--- config.mk ---
export PLATFORM = sky130hd
export DESIGN_NAME = core_dbg_page_flat
export DESIGN_NICKNAME = d
export VERILOG_FILES = /design/src/rtl/core_dbg_pkg.sv /design/src/rtl/core_dbg_page_if.sv /design/src/rtl/core_dbg_bp_match.sv /design/src/rtl/core_dbg_page.sv /design/src/flat_wrapper.sv
export SDC_FILE = /design/constraint.sdc
export NUM_CORES = 1
export LEC_CHECK = 0
export CAP_MARGIN = 20
export CORE_ASPECT_RATIO = 1.2
export CORE_MARGIN = 8
export CORE_UTILIZATION = 25
export CTS_BUF_LIST = sky130_fd_sc_hd__clkbuf_8
export CTS_CLUSTER_DIAMETER = 100
export DETAILED_ROUTE_END_ITERATION = 16
export MAX_ROUTING_LAYER = met4
export PLACE_DENSITY = 0.44
export SETUP_SLACK_MARGIN = 0.15
export SYNTH_ARGS = -nofsm -noshare
export SYNTH_HDL_FRONTEND = slang
export SYNTH_SLANG_ARGS = --single-unit
--- constraint.sdc ---
create_clock -name clk -period 5.7 [get_ports clk]
set_clock_uncertainty 0.15 [all_clocks]
set_input_delay 1.14 -clock clk [delete_from_list [all_inputs] [get_ports clk]]
set_output_delay 1.14 -clock clk [all_outputs]
set_load 0.005 [all_outputs]
--- src/rtl/core_dbg_pkg.sv ---
// Shared types and constants for the core debug register page:
// run-control states, halt causes, register indices and bit positions.
package core_dbg_pkg;

    typedef enum logic [2:0] {
        ST_RUNNING  = 3'd0,
        ST_HALTING  = 3'd1,
        ST_HALTED   = 3'd2,
        ST_RESUMING = 3'd3,
        ST_STEPPING = 3'd4
    } dbg_state_e;

    typedef enum logic [2:0] {
        CAUSE_NONE = 3'd0,
        CAUSE_HALT = 3'd1,
        CAUSE_BP0  = 3'd2,
        CAUSE_BP1  = 3'd3,
        CAUSE_STEP = 3'd4
    } dbg_cause_e;

    localparam int unsigned REG_CTRL       = 0;
    localparam int unsigned REG_STATUS     = 1;
    localparam int unsigned REG_STATUS_CLR = 2;
    localparam int unsigned REG_PC_SNAP    = 3;
    localparam int unsigned REG_BP0_ADDR   = 4;
    localparam int unsigned REG_BP0_CTRL   = 5;
    localparam int unsigned REG_BP1_ADDR   = 6;
    localparam int unsigned REG_BP1_CTRL   = 7;
    localparam int unsigned REG_CYCLES     = 8;
    localparam int unsigned REG_ID         = 9;

    localparam int unsigned CTRL_HALT_BIT   = 0;
    localparam int unsigned CTRL_RESUME_BIT = 1;
    localparam int unsigned CTRL_STEP_BIT   = 2;

    localparam int unsigned STAT_BPHIT_BIT = 8;
    localparam int unsigned STAT_TOERR_BIT = 9;

    localparam logic [31:0] DBG_ID_DEFAULT = 32'hDC0D_0001;

    function automatic logic [31:0] pack_status(input dbg_state_e st, input dbg_cause_e cause,
                                                input logic bp_hit, input logic to_err);
        logic [31:0] s;
        s                 = '0;
        s[2:0]            = st;
        s[6:4]            = cause;
        s[STAT_BPHIT_BIT] = bp_hit;
        s[STAT_TOERR_BIT] = to_err;
        return s;
    endfunction

endpackage

--- src/rtl/core_dbg_page_if.sv ---
// Request/response bus between the APB debug slave and the debug register page.
interface core_dbg_page_if #(
    parameter int unsigned ADDR_WIDTH = 5,
    parameter int unsigned DATA_WIDTH = 32
);
    logic                  core_dbg_req;
    logic                  core_dbg_wr_rd;
    logic [ADDR_WIDTH-1:0] core_dbg_addr;
    logic [DATA_WIDTH-1:0] core_dbg_wdata;
    logic [DATA_WIDTH-1:0] dbg_rdata;
    logic                  dbg_rvalid;

    modport master (
        output core_dbg_req, core_dbg_wr_rd, core_dbg_addr, core_dbg_wdata,
        input  dbg_rdata, dbg_rvalid
    );

    modport slave (
        input  core_dbg_req, core_dbg_wr_rd, core_dbg_addr, core_dbg_wdata,
        output dbg_rdata, dbg_rvalid
    );
endinterface

--- src/rtl/core_dbg_bp_match.sv ---
// Single PC breakpoint comparator; the caller decides in which states a hit matters.
module core_dbg_bp_match #(
    parameter int unsigned DATA_WIDTH = 32
) (
    input  logic                  en,
    input  logic [DATA_WIDTH-1:0] bp_addr,
    input  logic [DATA_WIDTH-1:0] pc,
    output logic                  hit
);
    assign hit = en && (bp_addr == pc);
endmodule

--- src/rtl/core_dbg_page.sv ---
// Debug register page: run-control FSM (halt/resume/step), two PC breakpoints,
// halt PC snapshot and run-cycle counter behind a one-cycle request bus.
module core_dbg_page
    import core_dbg_pkg::*;
#(
    parameter int unsigned           ADDR_WIDTH   = 5,
    parameter int unsigned           DATA_WIDTH   = 32,
    parameter int unsigned           HALT_TIMEOUT = 64,
    parameter logic [DATA_WIDTH-1:0] DBG_ID       = DATA_WIDTH'(DBG_ID_DEFAULT)
) (
    input  logic                  clk,
    input  logic                  rst,
    core_dbg_page_if.slave        dbg_bus,
    input  logic [DATA_WIDTH-1:0] core_pc,
    input  logic                  core_retire,
    input  logic                  core_halted,
    output logic                  dbg_halt_req
);

    localparam int unsigned     TO_W    = $clog2(HALT_TIMEOUT);
    localparam logic [TO_W-1:0] TO_LAST = TO_W'(HALT_TIMEOUT - 1);

    dbg_state_e            state_q, state_d;
    dbg_cause_e            cause_q, cause_d;
    logic [TO_W-1:0]       to_cnt_q, to_cnt_d;
    logic                  bp_hit_q, bp_hit_d;
    logic                  to_err_q, to_err_d;
    logic [DATA_WIDTH-1:0] pc_snap_q, pc_snap_d;
    logic [DATA_WIDTH-1:0] bp0_addr_q, bp0_addr_d;
    logic [DATA_WIDTH-1:0] bp1_addr_q, bp1_addr_d;
    logic                  bp0_en_q, bp0_en_d;
    logic                  bp1_en_q, bp1_en_d;
    logic [DATA_WIDTH-1:0] cycles_q, cycles_d;
    logic [DATA_WIDTH-1:0] rdata_q, rdata_d;
    logic                  rvalid_q, rvalid_d;
    logic                  halt_req_q, halt_req_d;

    logic        bp0_hit, bp1_hit;
    logic        bp_set, to_set;
    logic        wr_en, ctrl_wr;
    logic        halt_cmd, resume_cmd, step_cmd;
    logic [31:0] idx;

    assign idx        = 32'(dbg_bus.core_dbg_addr);
    assign wr_en      = dbg_bus.core_dbg_req && dbg_bus.core_dbg_wr_rd;
    assign ctrl_wr    = wr_en && (idx == REG_CTRL);
    assign halt_cmd   = ctrl_wr && dbg_bus.core_dbg_wdata[CTRL_HALT_BIT];
    assign resume_cmd = ctrl_wr && dbg_bus.core_dbg_wdata[CTRL_RESUME_BIT];
    assign step_cmd   = ctrl_wr && dbg_bus.core_dbg_wdata[CTRL_STEP_BIT];

    core_dbg_bp_match #(.DATA_WIDTH(DATA_WIDTH)) u_bp0 (
        .en(bp0_en_q), .bp_addr(bp0_addr_q), .pc(core_pc), .hit(bp0_hit)
    );

    core_dbg_bp_match #(.DATA_WIDTH(DATA_WIDTH)) u_bp1 (
        .en(bp1_en_q), .bp_addr(bp1_addr_q), .pc(core_pc), .hit(bp1_hit)
    );

    // Run-control next state, cause and halt request
    always_comb begin
        state_d   = state_q;
        cause_d   = cause_q;
        pc_snap_d = pc_snap_q;
        bp_set    = 1'b0;
        to_set    = 1'b0;
        case (state_q)
            ST_RUNNING: begin
                if (halt_cmd) begin
                    state_d = ST_HALTING;
                    cause_d = CAUSE_HALT;
                end else if (bp0_hit) begin
                    state_d = ST_HALTING;
                    cause_d = CAUSE_BP0;
                    bp_set  = 1'b1;
                end else if (bp1_hit) begin
                    state_d = ST_HALTING;
                    cause_d = CAUSE_BP1;
                    bp_set  = 1'b1;
                end
            end
            ST_HALTING: begin
                if (core_halted) begin
                    state_d   = ST_HALTED;
                    pc_snap_d = core_pc;
                end else if (to_cnt_q == TO_LAST) begin
                    state_d = ST_RUNNING;
                    to_set  = 1'b1;
                end
            end
            ST_HALTED: begin
                if (halt_cmd) state_d = ST_HALTED;
                else if (step_cmd) state_d = ST_STEPPING;
                else if (resume_cmd) state_d = ST_RESUMING;
            end
            ST_RESUMING: begin
                if (!core_halted) begin
                    state_d = ST_RUNNING;
                    cause_d = CAUSE_NONE;
                end
            end
            ST_STEPPING: begin
                if (core_retire) begin
                    state_d = ST_HALTING;
                    cause_d = CAUSE_STEP;
                end
            end
            default: state_d = ST_RUNNING;
        endcase
        to_cnt_d   = (state_q == ST_HALTING && state_d == ST_HALTING) ? to_cnt_q + 1'b1 : '0;
        halt_req_d = (state_d == ST_HALTING) || (state_d == ST_HALTED);
    end

    // Register writes, sticky bits, cycle counter and read mux
    always_comb begin
        bp0_addr_d = bp0_addr_q;
        bp1_addr_d = bp1_addr_q;
        bp0_en_d   = bp0_en_q;
        bp1_en_d   = bp1_en_q;
        bp_hit_d   = bp_hit_q;
        to_err_d   = to_err_q;
        cycles_d   = (state_q == ST_RUNNING) ? cycles_q + 1'b1 : cycles_q;
        if (wr_en) begin
            case (idx)
                REG_STATUS_CLR: begin
                    if (dbg_bus.core_dbg_wdata[STAT_BPHIT_BIT]) bp_hit_d = 1'b0;
                    if (dbg_bus.core_dbg_wdata[STAT_TOERR_BIT]) to_err_d = 1'b0;
                end
                REG_BP0_ADDR: bp0_addr_d = dbg_bus.core_dbg_wdata;
                REG_BP0_CTRL: bp0_en_d   = dbg_bus.core_dbg_wdata[0];
                REG_BP1_ADDR: bp1_addr_d = dbg_bus.core_dbg_wdata;
                REG_BP1_CTRL: bp1_en_d   = dbg_bus.core_dbg_wdata[0];
                default: ;
            endcase
        end
        // A new event in the same cycle as its clear must not be lost
        if (bp_set) bp_hit_d = 1'b1;
        if (to_set) to_err_d = 1'b1;

        rvalid_d = dbg_bus.core_dbg_req && !dbg_bus.core_dbg_wr_rd;
        rdata_d  = rdata_q;
        if (rvalid_d) begin
            case (idx)
                REG_STATUS:   rdata_d = DATA_WIDTH'(pack_status(state_q, cause_q, bp_hit_q, to_err_q));
                REG_PC_SNAP:  rdata_d = pc_snap_q;
                REG_BP0_ADDR: rdata_d = bp0_addr_q;
                REG_BP0_CTRL: rdata_d = DATA_WIDTH'(bp0_en_q);
                REG_BP1_ADDR: rdata_d = bp1_addr_q;
                REG_BP1_CTRL: rdata_d = DATA_WIDTH'(bp1_en_q);
                REG_CYCLES:   rdata_d = cycles_q;
                REG_ID:       rdata_d = DBG_ID;
                default:      rdata_d = '0;
            endcase
        end
    end

    always_ff @(posedge clk) begin
        if (rst) begin
            state_q    <= ST_RUNNING;
            cause_q    <= CAUSE_NONE;
            to_cnt_q   <= '0;
            bp_hit_q   <= 1'b0;
            to_err_q   <= 1'b0;
            pc_snap_q  <= '0;
            bp0_addr_q <= '0;
            bp1_addr_q <= '0;
            bp0_en_q   <= 1'b0;
            bp1_en_q   <= 1'b0;
            cycles_q   <= '0;
            rdata_q    <= '0;
            rvalid_q   <= 1'b0;
            halt_req_q <= 1'b0;
        end else begin
            state_q    <= state_d;
            cause_q    <= cause_d;
            to_cnt_q   <= to_cnt_d;
            bp_hit_q   <= bp_hit_d;
            to_err_q   <= to_err_d;
            pc_snap_q  <= pc_snap_d;
            bp0_addr_q <= bp0_addr_d;
            bp1_addr_q <= bp1_addr_d;
            bp0_en_q   <= bp0_en_d;
            bp1_en_q   <= bp1_en_d;
            cycles_q   <= cycles_d;
            rdata_q    <= rdata_d;
            rvalid_q   <= rvalid_d;
            halt_req_q <= halt_req_d;
        end
    end

    assign dbg_bus.dbg_rdata  = rdata_q;
    assign dbg_bus.dbg_rvalid = rvalid_q;
    assign dbg_halt_req       = halt_req_q;

endmodule

--- src/flat_wrapper.sv ---
// flat-port wrapper written by rule: the top's interface ports become plain ports
module core_dbg_page_flat import core_dbg_pkg::*;
#(
    parameter int unsigned           ADDR_WIDTH   = 5,
    parameter int unsigned           DATA_WIDTH   = 32,
    parameter int unsigned           HALT_TIMEOUT = 64,
    parameter logic [DATA_WIDTH-1:0] DBG_ID       = DATA_WIDTH'(DBG_ID_DEFAULT)
)
  (clk, rst, core_pc, core_retire, core_halted, dbg_halt_req, dbg_bus_core_dbg_req, dbg_bus_core_dbg_wr_rd, dbg_bus_core_dbg_addr, dbg_bus_core_dbg_wdata, dbg_bus_dbg_rdata, dbg_bus_dbg_rvalid);
  core_dbg_page_if #(.ADDR_WIDTH(ADDR_WIDTH), .DATA_WIDTH(DATA_WIDTH)) dbg_bus_i ();
  input  logic clk;
  input  logic rst;
  input  logic [DATA_WIDTH-1:0] core_pc;
  input  logic core_retire;
  input  logic core_halted;
  output logic dbg_halt_req;
  input wire logic [$bits(dbg_bus_i.core_dbg_req)-1:0] dbg_bus_core_dbg_req;
  input wire logic [$bits(dbg_bus_i.core_dbg_wr_rd)-1:0] dbg_bus_core_dbg_wr_rd;
  input wire logic [$bits(dbg_bus_i.core_dbg_addr)-1:0] dbg_bus_core_dbg_addr;
  input wire logic [$bits(dbg_bus_i.core_dbg_wdata)-1:0] dbg_bus_core_dbg_wdata;
  output wire logic [$bits(dbg_bus_i.dbg_rdata)-1:0] dbg_bus_dbg_rdata;
  output wire logic [$bits(dbg_bus_i.dbg_rvalid)-1:0] dbg_bus_dbg_rvalid;
  assign dbg_bus_i.core_dbg_req = dbg_bus_core_dbg_req;
  assign dbg_bus_i.core_dbg_wr_rd = dbg_bus_core_dbg_wr_rd;
  assign dbg_bus_i.core_dbg_addr = dbg_bus_core_dbg_addr;
  assign dbg_bus_i.core_dbg_wdata = dbg_bus_core_dbg_wdata;
  assign dbg_bus_dbg_rdata = dbg_bus_i.dbg_rdata;
  assign dbg_bus_dbg_rvalid = dbg_bus_i.dbg_rvalid;
  core_dbg_page #(.ADDR_WIDTH(ADDR_WIDTH), .DATA_WIDTH(DATA_WIDTH), .HALT_TIMEOUT(HALT_TIMEOUT), .DBG_ID(DBG_ID)) u_core (.clk(clk), .rst(rst), .dbg_bus(dbg_bus_i), .core_pc(core_pc), .core_retire(core_retire), .core_halted(core_halted), .dbg_halt_req(dbg_halt_req));
endmodule
Word-level counts from Yosys, hierarchy flattened:

Cells that the tools add are included.

* shifts and indexed selects: 0
* eq/ne operators: 21
* mux-type cells: 33
* magnitude comparators: 0
* reductions and logical operators: 29
* bitwise operators: 1
* add/sub/neg operators: 2
* multiply operators: 0
* div/mod/pow operators: 0

Operators with widths (count)
* 32-bit one-hot mux with 8 select lines: 1
* 32-bit == test: 2
* 3-bit two-way mux: 15
* 32-bit by 1-bit adder with 32-bit output, second input constant: 1
* 32-bit logical NOT: 1
* 5-bit by 3-bit == test with 1-bit output, second input constant: 4
* 1-bit two-way mux: 15
* 3-bit one-hot mux with 5 select lines: 1
* 2-bit nonzero test: 6
* 5-bit by 2-bit == test with 1-bit output, second input constant: 2
* 5-bit by 4-bit == test with 1-bit output, second input constant: 2
* 2-bit AND reduction: 5
* 3-bit by 2-bit == test with 1-bit output, second input constant: 3
* 1-bit logical AND: 9
* 3-bit one-hot mux with 3 select lines: 1
* 6-bit by 1-bit adder with 6-bit output, second input constant: 1
* 3-bit by 1-bit == test with 1-bit output, second input constant: 2
* 6-bit == test, second input constant: 1
* 3-bit AND reduction: 2
* 5-bit by 1-bit == test with 1-bit output, second input constant: 1
* 2-bit != test, second input constant: 2
* 4-bit by 1-bit != test with 1-bit output, second input constant: 1
* 4-bit AND reduction: 1
* 3-bit == test, second input constant: 1
* 6 further kinds: 6

* bits in writable memories: 0
* memories kept: 0
* register bits: 178
* bits of input ports: 75
* output and inout bits: 34
* word-level logic and storage cells: 100
* bits in latches: 0
* bits in read-only memories: 0

Logic depth before layout (Yosys ltp):

Gate-level depths: netlist (run 1).

* word-level depth: 11
* gate-level depth with buffers: 9
* gate-level depth less buffers: 7

Hierarchy:

From an unflattened synthesis (run 1), not the netlist that was laid out.

* cells, all modules: 1012
* area, all modules: 8245.4 um^2

By module, submodules not included
* core_dbg_page: area an instance 7534.7 um^2, seq. area each 3563.4 um^2, cells each 924, instances 1
* core_dbg_bp_match: area an instance 355.3 um^2, seq. area each 0.0 um^2, cells each 44, instances 2

Worst setup path after synthesis (run 1):

No wires, ideal clock.

* kind: input port to flip-flop
* start: in dbg_bus_core_dbg_addr[4]
* end: reg u_core.state_q[0]
* arrival time: 2512 ps
* cell stages on the path: 6
* setup time: 78 ps
* path slack: 2961 ps
* path through: or4_1 nor4_1 a21bo_2 a311oi_1 nor3b_1 nor3_1

* word-level cells in the longest chain between the ends: 7

Ends and longest elaborated chain
* from (decl): RTL line flat_wrapper.sv:19 `input wire logic [$bits(dbg_bus_i.core_dbg_addr)-1:0] dbg_bus_core_dbg_addr;`
* 32-bit logical NOT *: RTL line core_dbg_page.sv:46 `assign ctrl_wr = wr_en && (idx == REG_CTRL);`
* 1-bit logical AND *: RTL line core_dbg_page.sv:46
* 1-bit logical AND: RTL line core_dbg_page.sv:48 `assign resume_cmd = ctrl_wr && dbg_bus.core_dbg_wdata[CTRL_RESUME_BIT];`
* 3-bit two-way mux: RTL line core_dbg_page.sv:93 `else if (resume_cmd) state_d = ST_RESUMING;`
* 3-bit two-way mux: RTL line core_dbg_page.sv:92 `else if (step_cmd) state_d = ST_STEPPING;`
* 3-bit two-way mux: RTL line core_dbg_page.sv:91 `if (halt_cmd) state_d = ST_HALTED;`
* 3-bit one-hot mux with 5 select lines *: RTL line core_dbg_page.sv:66 `case (state_q)`
* to (signal assigned): RTL line core_dbg_page.sv:173 `state_q <= state_d;`
* to (decl): RTL line core_dbg_page.sv:23 `dbg_state_e state_q, state_d;`

Mark *: on every way between the ends. The rest lies on a longest branch, timed or not.
A chain may end at the register's enable or synchronous reset.

Worst setup path after layout (run 1):

* start: in dbg_bus_core_dbg_addr[2]
* end: reg u_core.bp1_addr_q[11]

* word-level cells in the longest chain between the ends: 2

Ends and longest elaborated chain
* 5-bit by 3-bit == test with 1-bit output: RTL line core_dbg_page.sv:123 `case (idx)`
* 2-bit AND reduction (no line)
* to (signal assigned): RTL line core_dbg_page.sv:180 `bp1_addr_q <= bp1_addr_d;`
* to (decl): RTL line core_dbg_page.sv:30 `logic [DATA_WIDTH-1:0] bp1_addr_q, bp1_addr_d;`

No other way between the ends.

==> results.py, run 1 <==
metrics = {
    "outcome": {
        "status": "finished, final reports clean",
    },
    "critical_path": {
        "arrival_ns": 3.87,
        "end_kind": "register",
        "r2r_slack_ns": 2.95,
        "startpoint_type": "primary input",
        "critical_path_class": "in2reg",
        "critPathMaxFanout": 15,
        "required_ns": 5.96,
    },
    "clock_network": {
        "cts.sinks": 178,
        "htree_levels": 4,
        "post_cts.repair.setup_buffers": 0,
        "cts_buffer_depth": 2,
        "clockRootBuffer": "clkbuf_8",
        "postCtsHoldBufs": 0,
        "cts_buffers": 17,
        "clk_pin_slew_worst_paths_ns": 0.09,
        "cts_resized": 0,
        "cts_tree": "yes",
        "clk_latency_ns": 0.48,
    },
    "logic_synthesis": {
        "synth-async-reset-ratio_pct": 0,
        "synth.most_common_cell": "nand2_1",
        "synth_area_leaders": "dfxtp_1 (44%), nand2_1 (11%), a21oi_1 (10%)",
        "yosysTopAreaCell": "dfxtp_1",
        "syn-num-nets": 1115,
        "synth.top_cells.by_count": "nand2_1 (233), dfxtp_1 (178), a21oi_1 (169)",
        "yosysUniqueCellTypes": 49,
        "synth_seq_cells": 178,
        "yosysWarnings": 0,
        "synth_top_area_share_pct": 43.5,
        "syn_avg_cell_area_um2": 7.88,
        "synth_ff_type": "dfxtp_1",
        "syn_inst": 1038,
        "syn_area_mm2": 0.00818,
        "synth_edf_count": 0,
        "yosysSeqAreaShare_pct": 43.5,
    },
    "placed_design": {
        "hpwl_um": 21400,
        "place_congestion": 0.794,
        "io_buffers": 108,
    },
    "floorplanning": {
        "ios": 109,
        "start_util_pct": 25.4,
        "die_h_um": 214,
        "coreArea_mm2": 0.0323,
        "die_area_mm2": 0.0388,
        "die_x_um": 181,
        "std_cell_rows": 72,
    },
    "drt": {
        "viasPerCell": 4.93,
        "first_iter_violations": 739,
        "ant_nets": 0,
        "wl_um": 30500,
        "wire_per_inst_um": 19.9,
        "dr.pass1.iters": 5,
        "drc_errors": 0,
        "vias": 7549,
    },
    "power_and_ir_drop": {
        "swShare_pct": 26.5,
        "p_int_w": 0.00171,
        "clkPwrFrac_pct": 38.6,
        "p_seq_share_pct": 53.8,
        "combPwrFrac_pct": 7.6,
        "p_leak_nw": 3.17,
        "p_per_area_mw_per_mm2": 233,
        "ir_worst_vdd_mv": 0.116,
        "p_sw_w": 0.000617,
    },
    "hold_path": {
        "hp-class": "reg2reg",
    },
    "cells_and_area": {
        "drive_above_1_share_pct": 5.17,
        "utilization_pct": 31.0,
        "syn2layout_area_growth_pct": 22.3,
        "fin_nets": 1186,
    },
    "sta": {
        "slew-limit-headroom_pct": 26.5,
        "layout_min_cycle_time_ns": 3.61,
        "fmax_mhz": 277,
        "setup_viol": 0,
        "fin_setup_tns_ns": 0,
        "rsz0062_at_grt": "false",
        "finalMaxSlewViolations": 0,
        "hold_violations": 0,
        "tightest_slew_ns": 1.10,
        "timing.final.crit_share_pct": 63.4,
        "hold_slack_ns": 0.308,
    },
    "grt": {
        "grt.overflow.total": 0,
        "grt_max_degree": 95,
        "grt_usage_pct": 16.1,
        "grt_pass1_wl_um": 46700,
        "antenna_found_initial": 0,
        "grt_pass1_vias": 7533,
    },
    "run": {
        "maxCapViolCount": 0,
    },
}
==> logic make-up after synthesis <==
logic type | Yosys count | share of synthesized area, %
mux | 6 | 0.734
xor+xnor | 88 | 9.42
buf+inv | 77 | 3.73
flops | 178 | 43.5
simple gates | 423 | 23.4
fa+ha+maj | 2 | 0.306
compound gates | 264 | 18.9
==> flip-flops by register name (all words and copies together), names as in the netlist <==
signal and count:
u_core.bp_hit_q 1, u_core.bp0_en_q 1, u_core.cause_q 3, u_core.cycles_q 32, u_core.dbg_bus.dbg_rdata 32, u_core.to_err_q 1, u_core.bp0_addr_q 32, u_core.to_cnt_q 6
u_core.bp1_en_q 1, u_core.dbg_halt_req 1, u_core.state_q 3, u_core.pc_snap_q 32, u_core.bp1_addr_q 32, u_core.dbg_bus.dbg_rvalid 1
==> area by class of cell <==
class | instances | area (µm²)
tap | 407 | 509
clock inverter | 15 | 156
multi-input combinational | 783 | 4330
clock buffer | 17 | 234
antenna | 1 | 2.50
inverter | 7 | 26.3
sequential | 178 | 3560
timing repair buffer | 122 | 1180
fill | 3469 | 22200
==> critical path, stage by stage <==
cell,delay (ns)
clkdlybuf4s50_1,0.59
nor3b_1,0.25
and3b_1,0.57
nor2b_2,0.80
buf_4,0.32
nand2_1,0.07
a21oi_1,0.12
==> routing by layer <==
metal | wire length [µm] | share of wire, % | global-route usage [%] | vias to the layer above
li1 | - | - | - | 3733
met1 | 13300 | 44 | 19.0 | 3601
met2 | 15400 | 51 | 27.5 | 180
met3 | 1030 | 3.4 | 2.25 | 35
met4 | 722 | 2.4 | 5.61 | 0
met5 | 0 | 0 | - | -
==> placed cells by master, fill, tap and decap left out, types with 2 or more instances in the layout <==
master / count
inv_1: 9
bufinv_16: 2
inv_6: 4
and2_1: 4
clkdlybuf4s50_1: 107
mux2i_1: 6
nand4b_1: 3
or3_1: 11
nor4b_1: 3
o2bb2ai_1: 2
buf_4: 15
ha_1: 2
and4_1: 5
nor4_1: 10
nand4_1: 15
a31oi_1: 8
nor2_1: 81
nand2b_1: 4
dfxtp_1: 178
nor3b_1: 3
nand3_1: 21
clkbuf_8: 17
a22oi_1: 41
and3_1: 8
a21oi_1: 169
xnor2_1: 38
a222oi_1: 15
xor2_1: 50
nor3_1: 9
o21ai_0: 19
nand2_1: 232
clkinvlp_4: 6
==> worst paths after layout <==
path | start | to | cells after the start
max | dbg_bus_core_dbg_addr[2] | u_core.bp1_addr_q[11]$_SDFFE_PP0P_ | 7
min | u_core.pc_snap_q[5]$_SDFFE_PP0P_ | u_core.pc_snap_q[5]$_SDFFE_PP0P_ | 2
max reg2reg | u_core.state_q[2]$_SDFF_PP0_ | u_core.cycles_q[31]$_SDFFE_PP0P_ | 6
min reg2reg | u_core.pc_snap_q[5]$_SDFFE_PP0P_ | u_core.pc_snap_q[5]$_SDFFE_PP0P_ | 2
==> power by group through the flow <==
| stage | clock network [W] | registers, W | logic [W] |
|---|---|---|---|
| floorplan | 0 | 0.00128 | 0.0000650 |
| global placement | 0 | 0.00128 | 0.000181 |
| detailed placement | 0 | 0.00128 | 0.000180 |
| CTS | 0.000926 | 0.00125 | 0.000181 |
| global route | 0.000976 | 0.00125 | 0.000189 |
| finish | 0.000898 | 0.00125 | 0.000177 |
==> through the flow <==
| step | setup WS, ns | total power (W) | instances | area, µm² |
|---|---|---|---|---|
| 6_report | 2.09 | 0.00233 | 1530 | 10000 |
| 5_1_grt | 1.91 | 0.00242 | 1529 | 10000 |
| 4_1_cts | 2.07 | 0.00236 | 1529 | 10000 |
| 3_5_place_dp | 1.58 | 0.00146 | 1497 | 9610 |
| 3_3_place_gp | 1.63 | 0.00146 | 1497 | 9610 |
| 2_1_floorplan | 2.96 | 0.00134 | 1038 | 8180 |
(Power assumes the default switching activity.)
==> run 2: changes to the inputs <==
==> constraint.sdc (replaced) <==
create_clock -name clk -period 3.42 [get_ports clk]
set_clock_uncertainty 0.15 [all_clocks]
set_input_delay 0.684 -clock clk [delete_from_list [all_inputs] [get_ports clk]]
set_output_delay 0.684 -clock clk [all_outputs]
set_load 0.005 [all_outputs]
==> results.py, run 2 (synthesis gave the netlist of run 1 again) <==
metrics = {
    "grt": {
        "antenna_found_initial": 0,
        "use_met1_pct": 19.1,
        "grt.overflow.total": 0,
        "grt_pass1_wl_um": 47000,
        "use_met3_pct": 2.27,
        "grt_pass1_vias": 7631,
        "grt_util_met2_pct": 27.7,
        "grt_max_degree": 72,
        "grt-busiest-layer": "met2",
        "grt_usage_pct": 16.1,
    },
    "placed_design": {
        "pre_cts_slack_ns": 0.302,
        "postPlaceCellArea_mm2": 0.00977,
        "hpwl_um": 21200,
        "io_buffers": 108,
        "place_congestion": 0.829,
    },
    "critical_path": {
        "reg2reg_depth": 7,
        "arrival_ns": 2.90,
        "critPathMaxFanout": 7,
        "r2r-end": "u_core.cycles_q[30]$_SDFFE_PP0P_",
        "end_kind": "register",
        "critical_path_class": "reg2reg",
        "critical-path-max-stage-delay_ns": 0.48,
        "critPathLaunch": "u_core.cycles_q[0]$_SDFFE_PP0P_",
        "endpoint": "u_core.cycles_q[30]$_SDFFE_PP0P_",
        "cp_cell_sequence": "ha_1 > nor4b_4 > and4_1 > and3_1 > nand2_4 > or3_1 > a21oi_1",
        "crit_buf_inv": 0,
        "crit_family": "simple AND/OR/NAND/NOR gates",
        "r2r_start": "u_core.cycles_q[0]$_SDFFE_PP0P_",
        "r2r_slack_ns": 0.76,
        "startpoint_type": "register",
        "required_ns": 3.67,
        "critPathSlowestCell": "dfxtp_1",
        "critical_path_cell_count": 7,
    },
    "sta": {
        "tightest_slew_ns": 0.657,
        "layout_min_cycle_time_ns": 2.66,
        "rsz0062_at_grt": "false",
        "hold_slack_ns": 0.310,
        "timing.final.crit_share_pct": 77.7,
        "finalMaxSlewViolations": 0,
        "slew-limit-headroom_pct": 56.2,
        "fmax_mhz": 376,
        "setup_slack_ns": 0.764,
        "hold_violations": 0,
        "fin_setup_tns_ns": 0,
        "setup_viol": 0,
    },
    "power_and_ir_drop": {
        "ir_worst_vdd_mv": 0.203,
        "p_leak_nw": 3.26,
        "p_per_area_mw_per_mm2": 376,
    },
    "clock_network": {
        "cts_buffers": 17,
        "cts.sinks": 178,
        "cts_resized": 0,
        "clk_latency_ns": 0.47,
        "htree_levels": 4,
        "clk_pin_slew_worst_paths_ns": 0.10,
        "cts_tree": "yes",
        "cts_buffer_depth": 2,
        "post_cts.repair.setup_buffers": 0,
        "clockRootBuffer": "clkbuf_8",
        "postCtsHoldBufs": 0,
    },
    "cells_and_area": {
        "fin_area_mm2": 0.0101,
        "final_common_cell": "nand2_1",
        "mostFrequentLayoutCells": "nand2_1 (233), dfxtp_1 (178), a21oi_1 (169)",
        "n_antenna_cell": 0,
        "drive_above_1_share_pct": 5.74,
        "syn2layout_area_growth_pct": 24.0,
        "fin_nets": 1196,
    },
    "drt": {
        "wl_um": 30400,
        "drc_errors": 0,
        "vias": 7586,
        "viasPerCell": 4.93,
        "first_iter_violations": 548,
        "wire_per_inst_um": 19.7,
        "dr.pass1.iters": 8,
        "ant_nets": 0,
    },
    "floorplanning": {
        "die_area_mm2": 0.0388,
        "die_x_um": 181,
        "start_util_pct": 25.4,
        "std_cell_rows": 72,
        "die_h_um": 214,
        "ios": 109,
        "coreArea_mm2": 0.0323,
    },
    "run": {
        "maxCapViolCount": 0,
    },
    "hold_path": {
        "hp-class": "reg2reg",
    },
    "outcome": {
        "status": "finished, final reports clean",
    },
}
-- run 2: cell count changes in the layout (fill, tap and decap cells not counted), sizes merged --
cell,delta
buf,+10
clkinvlp,-4
clkinv,+5
bufinv,-1
clkbuf,+2
diode,-1
inv,-2
-- run 2: layout make-up --
class                      count  area, µm²
clock buffer                  19        262
timing repair buffer         132       1350
sequential                   178       3560
multi-input combinational    783       4330
tap                          407        509
clock inverter                13        111
inverter                       7       26.3
fill                        3494      22100
-- run 2: how the worst min path moves through the flow --
stage | startpoint | end | slack (ns) | cells past startpoint
after detailed placement | u_core.pc_snap_q[26]$_SDFFE_PP0P_ | u_core.pc_snap_q[26]$_SDFFE_PP0P_ | 0.30 | 2
after CTS | u_core.pc_snap_q[26]$_SDFFE_PP0P_ | u_core.pc_snap_q[26]$_SDFFE_PP0P_ | 0.31 | 2
final | u_core.pc_snap_q[22]$_SDFFE_PP0P_ | u_core.pc_snap_q[22]$_SDFFE_PP0P_ | 0.31 | 2
after global routing | u_core.pc_snap_q[16]$_SDFFE_PP0P_ | u_core.pc_snap_q[16]$_SDFFE_PP0P_ | 0.33 | 2
after global placement | u_core.pc_snap_q[19]$_SDFFE_PP0P_ | u_core.pc_snap_q[19]$_SDFFE_PP0P_ | 0.29 | 2
after floorplan | u_core.to_cnt_q[0]$_SDFF_PP0_ | u_core.to_cnt_q[0]$_SDFF_PP0_ | 0.28 | 1
-- run 2: per-stage QoR --
stage | std cells | power (W) | utilization (%)
detailed placement | 1507 | 0.00244 | 30.3
CTS | 1539 | 0.00388 | 31.5
global route | 1539 | 0.00399 | 31.5
finish | 1539 | 0.00382 | 31.5
floorplan | 1038 | 0.00224 | -
global placement | 1507 | 0.00245 | 30.3
-- run 2: power by group --
group | internal (W) | switching, W | leakage, nW | total, W
Combinational | 0.000128 | 0.000176 | 1.63 | 0.000304
Sequential | 0.00208 | 0.00000858 | 1.43 | 0.00209
Clock | 0.000614 | 0.000814 | 0.195 | 0.00143
-- run 2: metal layers --
| metal | wire length [µm] | vias to the layer above |
|---|---|---|
| met5 | 0 | - |
| met4 | 669 | 0 |
| met3 | 908 | 27 |
| met2 | 15500 | 158 |
| met1 | 13300 | 3645 |
| li1 | - | 3756 |
-- run 2: worst reg2reg max path: stages (launching register included) --
cell	delay, ns
dfxtp_1	0.48
ha_1	0.22
nor4b_4	0.33
and4_1	0.40
and3_1	0.40
nand2_4	0.12
or3_1	0.32
a21oi_1	0.16
